File: src/rtl/accel_host_seq.sv
// Host sequencer for the bit-reverse accelerator: TX buffer -> LOAD/WAIT/DRAIN/FLUSH -> RX buffer.
// Job length N completes in 2N+3 cycles when done is immediate; an optional cycle counter is built under `ACC_SEQ_PERF_EN.

module accel_host_seq_fifo #(
  parameter int W     = 32,
  parameter int DEPTH = 16
) (
  input  logic                   clk,
  input  logic                   rst_n,
  input  logic                   in_vld_i,
  input  logic [W-1:0]           in_dat_i,
  output logic                   out_vld_o,
  output logic [W-1:0]           out_dat_o,
  input  logic                   out_rdy_i,
  output logic [$clog2(DEPTH):0] cnt_o
);
  localparam int AW = $clog2(DEPTH);

  logic [W-1:0] mem_q [DEPTH];
  logic [AW:0]  wp_q, wp_d, rp_q, rp_d;
  logic         full, push, pop;

  assign cnt_o     = wp_q - rp_q;
  assign full      = (cnt_o == (AW+1)'(DEPTH));
  assign out_vld_o = (cnt_o != '0);
  assign out_dat_o = out_vld_o ? mem_q[rp_q[AW-1:0]] : '0;
  assign pop       = out_vld_o && out_rdy_i;
  // On a full buffer a same-cycle pop frees the slot this push lands in.
  assign push      = in_vld_i && (!full || pop);
  assign wp_d      = push ? wp_q + 1'b1 : wp_q;
  assign rp_d      = pop  ? rp_q + 1'b1 : rp_q;

  always_ff @(posedge clk or negedge rst_n) begin
    if (!rst_n) begin
      wp_q <= '0;
      rp_q <= '0;
    end else begin
      wp_q <= wp_d;
      rp_q <= rp_d;
    end
  end

  always_ff @(posedge clk) begin
    if (push) mem_q[wp_q[AW-1:0]] <= in_dat_i;
  end
endmodule

module accel_host_seq #(
  parameter int DATA_W  = 32,
  parameter int DEPTH   = 16,
  parameter int TIMEOUT = 1024
) (
  input  logic                     clk,
  input  logic                     rst_n,
  input  logic                     wr_valid_i,
  input  logic [DATA_W-1:0]        wr_data_i,
  output logic                     wr_ready_o,
  input  logic                     go_i,
  input  logic [$clog2(DEPTH):0]   len_i,
  output logic                     rd_valid_o,
  output logic [DATA_W-1:0]        rd_data_o,
  input  logic                     rd_ready_i,
  output logic                     busy_o,
  output logic                     err_o,
  output logic [DATA_W-1:0]        acc_din_o,
  output logic                     acc_start_o,
  input  logic                     acc_done_i,
  input  logic [DATA_W-1:0]        acc_dout_i,
  output logic                     acc_read_o,
  output logic [31:0]              perf_cycles_o
);
  localparam int LW = $clog2(DEPTH) + 1;
  localparam int TW = $clog2(TIMEOUT + 1);

  typedef enum logic [2:0] {S_IDLE, S_LOAD, S_WAIT, S_DRAIN, S_FLUSH} state_t;

  state_t            state_q, state_d;
  logic [LW-1:0]     len_q, len_d, cnt_q, cnt_d;
  logic [TW-1:0]     to_q, to_d;
  logic [DATA_W-1:0] din_q, din_d;
  logic              start_q, start_d, err_q, err_d, pend_q;
  logic              tx_pop, tx_vld, acc_rd, go_ok;
  logic [DATA_W-1:0] tx_head;
  logic [LW-1:0]     tx_cnt, rx_cnt;
  logic [LW:0]       rx_used;

  accel_host_seq_fifo #(.W(DATA_W), .DEPTH(DEPTH)) u_tx (
    .clk(clk), .rst_n(rst_n), .in_vld_i(wr_valid_i), .in_dat_i(wr_data_i),
    .out_vld_o(tx_vld), .out_dat_o(tx_head), .out_rdy_i(tx_pop), .cnt_o(tx_cnt)
  );

  // Each strobe's result arrives one cycle later and is always captured.
  accel_host_seq_fifo #(.W(DATA_W), .DEPTH(DEPTH)) u_rx (
    .clk(clk), .rst_n(rst_n), .in_vld_i(pend_q), .in_dat_i(acc_dout_i),
    .out_vld_o(rd_valid_o), .out_dat_o(rd_data_o), .out_rdy_i(rd_ready_i), .cnt_o(rx_cnt)
  );

  assign wr_ready_o  = rst_n && ((tx_cnt != LW'(DEPTH)) || tx_pop);
  assign busy_o      = (state_q != S_IDLE);
  assign err_o       = err_q;
  assign acc_din_o   = din_q;
  assign acc_start_o = start_q;
  assign acc_read_o  = acc_rd;
  assign go_ok       = tx_vld && (len_i != '0) && (len_i <= LW'(DEPTH)) && (tx_cnt >= len_i);
  assign rx_used     = {1'b0, rx_cnt} + {{LW{1'b0}}, pend_q};

  always_comb begin
    state_d = state_q;
    len_d   = len_q;
    cnt_d   = cnt_q;
    to_d    = to_q;
    din_d   = din_q;
    start_d = 1'b0;
    err_d   = err_q;
    tx_pop  = 1'b0;
    acc_rd  = 1'b0;
    case (state_q)
      S_IDLE: begin
        if (go_i) begin
          if (go_ok) begin
            // Word 0 is popped on acceptance so it appears with start in the next cycle.
            len_d   = len_i;
            err_d   = 1'b0;
            tx_pop  = 1'b1;
            din_d   = tx_head;
            start_d = 1'b1;
            cnt_d   = LW'(1);
            state_d = S_LOAD;
          end else begin
            err_d = 1'b1;
          end
        end
      end
      S_LOAD: begin
        if (cnt_q < len_q) begin
          tx_pop = 1'b1;
          din_d  = tx_head;
          cnt_d  = cnt_q + 1'b1;
        end else begin
          din_d   = '0;
          to_d    = '0;
          state_d = S_WAIT;
        end
      end
      S_WAIT: begin
        if (acc_done_i) begin
          cnt_d   = '0;
          state_d = S_DRAIN;
        end else if (to_q == TW'(TIMEOUT - 1)) begin
          err_d   = 1'b1;
          state_d = S_IDLE;
        end else begin
          to_d = to_q + 1'b1;
        end
      end
      S_DRAIN: begin
        if (rx_used < (LW+1)'(DEPTH)) begin
          acc_rd = 1'b1;
          cnt_d  = cnt_q + 1'b1;
          if (cnt_q == len_q - LW'(1)) state_d = S_FLUSH;
        end
      end
      S_FLUSH: state_d = S_IDLE;
      default: state_d = S_IDLE;
    endcase
  end

  always_ff @(posedge clk or negedge rst_n) begin
    if (!rst_n) begin
      state_q <= S_IDLE;
      len_q   <= '0;
      cnt_q   <= '0;
      to_q    <= '0;
      din_q   <= '0;
      start_q <= 1'b0;
      err_q   <= 1'b0;
      pend_q  <= 1'b0;
    end else begin
      state_q <= state_d;
      len_q   <= len_d;
      cnt_q   <= cnt_d;
      to_q    <= to_d;
      din_q   <= din_d;
      start_q <= start_d;
      err_q   <= err_d;
      pend_q  <= acc_rd;
    end
  end

`ifdef ACC_SEQ_PERF_EN
  logic [31:0] perf_q, perf_d;
  logic        go_acc;

  assign go_acc = (state_q == S_IDLE) && go_i && go_ok;

  // The accepting cycle counts as the job's first cycle.
  always_comb begin
    perf_d = perf_q;
    if (go_acc) perf_d = 32'd1;
    else if (busy_o && (perf_q != 32'hFFFF_FFFF)) perf_d = perf_q + 32'd1;
  end

  always_ff @(posedge clk or negedge rst_n) begin
    if (!rst_n) perf_q <= '0;
    else        perf_q <= perf_d;
  end

  assign perf_cycles_o = perf_q;
`else
  assign perf_cycles_o = '0;
`endif
endmodule

File: config.mk
export PLATFORM = sky130hd
export DESIGN_NAME = accel_host_seq
export DESIGN_NICKNAME = d
export VERILOG_FILES = /design/src/rtl/accel_host_seq.sv
export SDC_FILE = /design/constraint.sdc
export NUM_CORES = 1
export LEC_CHECK = 0
export BUFFER_PORTS_ARGS = -buffer_cell sky130_fd_sc_hd__buf_2
export CAP_MARGIN = 20
export CORE_MARGIN = 10
export CORE_UTILIZATION = 45
export DETAILED_ROUTE_END_ITERATION = 10
export PLACE_DENSITY_LB_ADDON = 0.3
export SYNTH_ARGS = -nofsm -noshare
export SYNTH_HDL_FRONTEND = slang
export SYNTH_HIERARCHICAL = 1
export SYNTH_SLANG_ARGS = --single-unit
File: constraint.sdc
create_clock -name clk -period 21.2 [get_ports clk]
set_clock_uncertainty 0.05 [all_clocks]
set_input_delay 2.12 -clock clk [delete_from_list [all_inputs] [get_ports clk]]
set_output_delay 2.12 -clock clk [all_outputs]
set_load 0.03 [all_outputs]
==> metrics.json <==
{
  "synthTopCellsByArea": {"value": "sky130_fd_sc_hd__edfxtp_1 70%, sky130_fd_sc_hd__mux4_2 13%, sky130_fd_sc_hd__dfrtp_1 4.5%"},
  "cell_area_after_synthesis": {"value": 0.04406, "unit": "mm2"},
  "hold_buffers": {"value": 0},
  "cts.repair.resized": {"value": 0},
  "postSynthRegisterBits": {"value": 1103},
  "route.antenna.remaining_nets": {"value": 0},
  "outcome": {"value": "finished, final reports clean"},
  "required": {"value": 19.03, "unit": "ns"},
  "clock_pin_slew_reported_for_the_worst_setup_and_hold_paths_after_clock_tree_synthesis": {"value": 0.06, "unit": "ns"},
  "critPathKind": {"value": "reg2out"},
  "worstHoldPathType": {"value": "reg2reg"},
  "crit_path_max_fanout": {"value": 56},
  "htree_num_levels": {"value": 3},
  "post-route-util": {"value": 0.5171},
  "number_of_global_route_vias_before_repair": {"value": 23066},
  "synth-async-reset-ratio": {"value": 0.07162},
  "grt_pass1_wl": {"value": 149600, "unit": "um"},
  "timing.critical_path.cells": {"value": "inv_1, buf_4, fa_1, xor2_2, and4b_4, o2bb2a_4, inv_1, nand2_1, a2111oi_4, nand2b_2, buf_4, o21a_1, buf_2"},
  "post-cts-setup-buffer-count": {"value": 0},
  "dieHeight": {"value": 332.9, "unit": "um"},
  "critical_path.reg2reg.endpoint": {"value": "u_tx/mem_q[3][22]"},
  "yosys.area.top_type": {"value": "sky130_fd_sc_hd__edfxtp_1"},
  "total_power": {"value": 6.933, "unit": "mW"},
  "pwr-share-seq": {"value": 0.395},
  "dp.final_hpwl": {"value": 55920, "unit": "um"},
  "power_density": {"value": 138.4, "unit": "mW/mm2"},
  "reg2reg_from": {"value": "u_tx/rp_q[1]"},
  "cts_inserted_buffers": {"value": 109},
  "synthesis.area_per_instance": {"value": 20.16, "unit": "um2"},
  "firstDrtPassIters": {"value": 5},
  "cp-end-kind": {"value": "output port"},
  "io_pins": {"value": 177},
  "power.share.switching": {"value": 0.3302},
  "synth.lib_cells_used.distinct": {"value": 78},
  "final_layout_size_suffix_gt1_frac": {"value": 0.2851},
  "max-slew-margin-rel": {"value": 0.2574},
  "portion_of_total_power_attributed_to_the_clock_network": {"value": 0.278},
  "worstSetupStartpointType": {"value": "register"},
  "worst-path-buf-inv": {"value": 5},
  "post-synth-top-area-fraction": {"value": 0.6979},
  "root_buffer_selected_by_cts": {"value": "sky130_fd_sc_hd__clkbuf_16"},
  "global_route.overflow_total": {"value": 0},
  "area_delta_synth_final": {"value": 13.67, "unit": "%"},
  "clk_latency": {"value": 0.69, "unit": "ns"},
  "cp_data_arrival_time": {"value": 5.44, "unit": "ns"},
  "power.combinational.fraction": {"value": 0.327},
  "placed_cells": {"value": 3548},
  "synth_commonest_cells": {"value": "1024 x sky130_fd_sc_hd__edfxtp_1, 256 x sky130_fd_sc_hd__mux4_2, 153 x sky130_fd_sc_hd__nand2_1"},
  "grt_setup_unrepaired": {"value": "no"},
  "placementRows": {"value": 114},
  "r2r_slack": {"value": 14.63, "unit": "ns"},
  "max_freq": {"value": 131.5, "unit": "MHz"},
  "grt_max_degree": {"value": 66},
  "yosys.cell_count.top_type": {"value": "sky130_fd_sc_hd__edfxtp_1"},
  "tns": {"value": 0, "unit": "ns"},
  "vdd_drop_max": {"value": 0.1098, "unit": "mV"},
  "finalWeightedCongestion": {"value": 0.8207},
  "port_buffers": {"value": 144},
  "report.final.setup_viol": {"value": 0},
  "vias": {"value": 21647},
  "finalNonFillerCells": {"value": 3765},
  "design.die.area": {"value": 0.1108, "unit": "mm2"},
  "timing.critical_path.slowest_cell_delay": {"value": 0.94, "unit": "ns"},
  "worst_r2r_path_depth": {"value": 16},
  "worst_hold_startpoint": {"value": "acc_din_o[27]"},
  "first_iter_violations": {"value": 1995},
  "post_synthesis_instance_total": {"value": 2186},
  "detail_route.wirelength": {"value": 98860, "unit": "um"},
  "report.final.slew_viol_count": {"value": 0},
  "worstHoldEndpoint": {"value": "acc_din_o[27]"},
  "cts_tree": {"value": "yes"},
  "switching_power": {"value": 2.289, "unit": "mW"},
  "detail_route.drc_violations": {"value": 0},
  "number_of_sinks_on_the_clock_net": {"value": 1103},
  "intPower": {"value": 4.644, "unit": "mW"},
  "number_of_enable_type_register_cells_in_the_synthesized_netlist": {"value": 1024},
  "final.min_clock_period": {"value": 7.606, "unit": "ns"},
  "nets": {"value": 2497},
  "power.static_leakage": {"value": 16.83, "unit": "nW"},
  "final.period_utilization": {"value": 0.3588},
  "global_route.usage.total": {"value": 0.1785},
  "dominantRegCellSynth": {"value": "sky130_fd_sc_hd__edfxtp_1"},
  "whs_path_depth": {"value": 1},
  "worst_path_dominant_cell_family": {"value": "compound AO/OA/AOI/OAI gates"},
  "cts-root-to-sink-buffers": {"value": 3},
  "initial_core_util": {"value": 0.4549},
  "worstMarginPinSlew": {"value": 1.109, "unit": "ns"},
  "critPathSlowestCell": {"value": "sky130_fd_sc_hd__dfrtp_4"},
  "maxCapViolations": {"value": 0},
  "final-hold-violation-count": {"value": 0},
  "yosys_warnings": {"value": 6},
  "grt_antenna_before_repair": {"value": 18},
  "design.core.area": {"value": 0.09685, "unit": "mm2"},
  "vias_per_cell": {"value": 5.750},
  "ys_seq_area_frac": {"value": 0.7428},
  "fillCellCount": {"value": 7587},
  "floorplan.die.width": {"value": 332.9, "unit": "um"},
  "post_drt_wl_per_cell": {"value": 26.26, "unit": "um"}
}
-- worst reg2reg max path, stage by stage, from the launching register on --
cell and delay [ns]:
sky130_fd_sc_hd__dfrtp_4 0.94, sky130_fd_sc_hd__inv_1 0.09, sky130_fd_sc_hd__buf_4 0.32, sky130_fd_sc_hd__fa_1 0.52, sky130_fd_sc_hd__xor2_2 0.26, sky130_fd_sc_hd__and4b_4 0.25
sky130_fd_sc_hd__o2bb2a_4 0.40, sky130_fd_sc_hd__inv_1 0.14, sky130_fd_sc_hd__nand2_1 0.11, sky130_fd_sc_hd__a2111oi_4 0.63, sky130_fd_sc_hd__nand2b_2 0.25, sky130_fd_sc_hd__buf_4 0.46
sky130_fd_sc_hd__nand3b_1 0.31, sky130_fd_sc_hd__o21bai_1 0.24, sky130_fd_sc_hd__nor3_2 0.67, sky130_fd_sc_hd__buf_6 0.25, sky130_fd_sc_hd__buf_4 0.36
-- cell usage in the layout (no fill, tap or decap), types with 17 or more instances in the layout --
| cell type | synthesis | layout |
|---|---|---|
| sky130_fd_sc_hd__a211oi_1 | 67 | 67 |
| sky130_fd_sc_hd__a22o_1 | 33 | 33 |
| sky130_fd_sc_hd__and3_1 | 70 | 70 |
| sky130_fd_sc_hd__buf_2 | 30 | 143 |
| sky130_fd_sc_hd__buf_4 | 53 | 61 |
| sky130_fd_sc_hd__clkbuf_1 | 46 | 17 |
| sky130_fd_sc_hd__clkbuf_16 | 0 | 112 |
| sky130_fd_sc_hd__clkinv_1 | 0 | 18 |
| sky130_fd_sc_hd__clkinv_2 | 1 | 22 |
| sky130_fd_sc_hd__conb_1 | 1 | 32 |
| sky130_fd_sc_hd__dfrtp_1 | 79 | 73 |
| sky130_fd_sc_hd__edfxtp_1 | 1024 | 1024 |
| sky130_fd_sc_hd__ha_1 | 31 | 31 |
| sky130_fd_sc_hd__inv_1 | 34 | 32 |
| sky130_fd_sc_hd__mux2i_1 | 64 | 64 |
| sky130_fd_sc_hd__mux4_2 | 256 | 256 |
| sky130_fd_sc_hd__nand2_1 | 153 | 153 |
| sky130_fd_sc_hd__nor2_1 | 19 | 17 |
| sky130_fd_sc_hd__o21ai_0 | 19 | 19 |
| sky130_fd_sc_hd__xnor2_1 | 18 | 18 |
-- layer usage --
layer  GRT usage  share of wire
met1      0.2299           0.40
met2      0.3022           0.50
met3     0.03931          0.067
met4     0.05236          0.028
met5           0        0.00084
-- layout make-up --
class	count	area, um2	share of cell area
Timing Repair Buffer	211	1296	0.02588
Multi-Input combinational cell	928	10660	0.2128
Clock inverter	66	630.6	0.01259
Inverter	36	136.4	0.002723
Tap cell	1276	1597	0.03188
Clock buffer	139	3004	0.05998
Sequential cell	1103	32740	0.6538
Antenna cell	6	15.01	0.0002998
-- how the worst max path moves through the flow --
stage	start	to	slack, ns	cells past startpoint
finish	u_tx/rp_q[1]	wr_ready_o	13.59	13
global placement	len_i[2]	wr_ready_o	14.17	11
detailed placement	len_i[2]	wr_ready_o	14.15	11
floorplan	len_i[2]	u_tx/mem_q[4][0]	13.17	12
global route	u_tx/rp_q[1]	wr_ready_o	13.22	13
CTS	u_tx/rp_q[1]	wr_ready_o	13.44	13
-- cells by family after synthesis --
logic type,synth area share
AOI/OAI and AO/OA,0.02846
muxes,0.1468
other,0.00008511
DFF,0.7428
and+or+nand+nor,0.04277
buffers and inverters,0.02314
xor gates and xnor gates,0.006304
adders and majority gates,0.009712
-- per-stage QoR --
step	hold WS (ns)	setup WS, ns	cell area (um2)
finish	0.4427	13.59	50080
global route	0.4610	13.22	50070
CTS	0.4409	13.44	49960
detailed placement	0.4322	14.15	46320
global placement	0.4264	14.17	46310
floorplan	0.4104	13.17	44180
-- registers in the layout (all words and copies together) (netlist names) --
signal and flops:
acc_start_o 1, u_tx/mem_q 512, acc_din_o 32, u_tx/wp_q 5, u_rx/wp_q 5, u_rx/mem_q 512, cnt_q 5, u_tx/rp_q 5
to_q 11, pend_q 1, err_o 1, state_q 3, len_q 5, u_rx/rp_q 5
-- power by group through the flow --
| stage | Combinational (mW) | Clock, mW | Sequential (mW) |
|---|---|---|---|
| floorplan | 1.68 | 0 | 2.74 |
| global placement | 2.25 | 0 | 2.78 |
| detailed placement | 2.29 | 0 | 2.79 |
| CTS | 2.30 | 1.97 | 2.74 |
| global route | 2.45 | 2.06 | 2.76 |
| finish | 2.27 | 1.93 | 2.74 |
(Power assumes the default switching activity.)
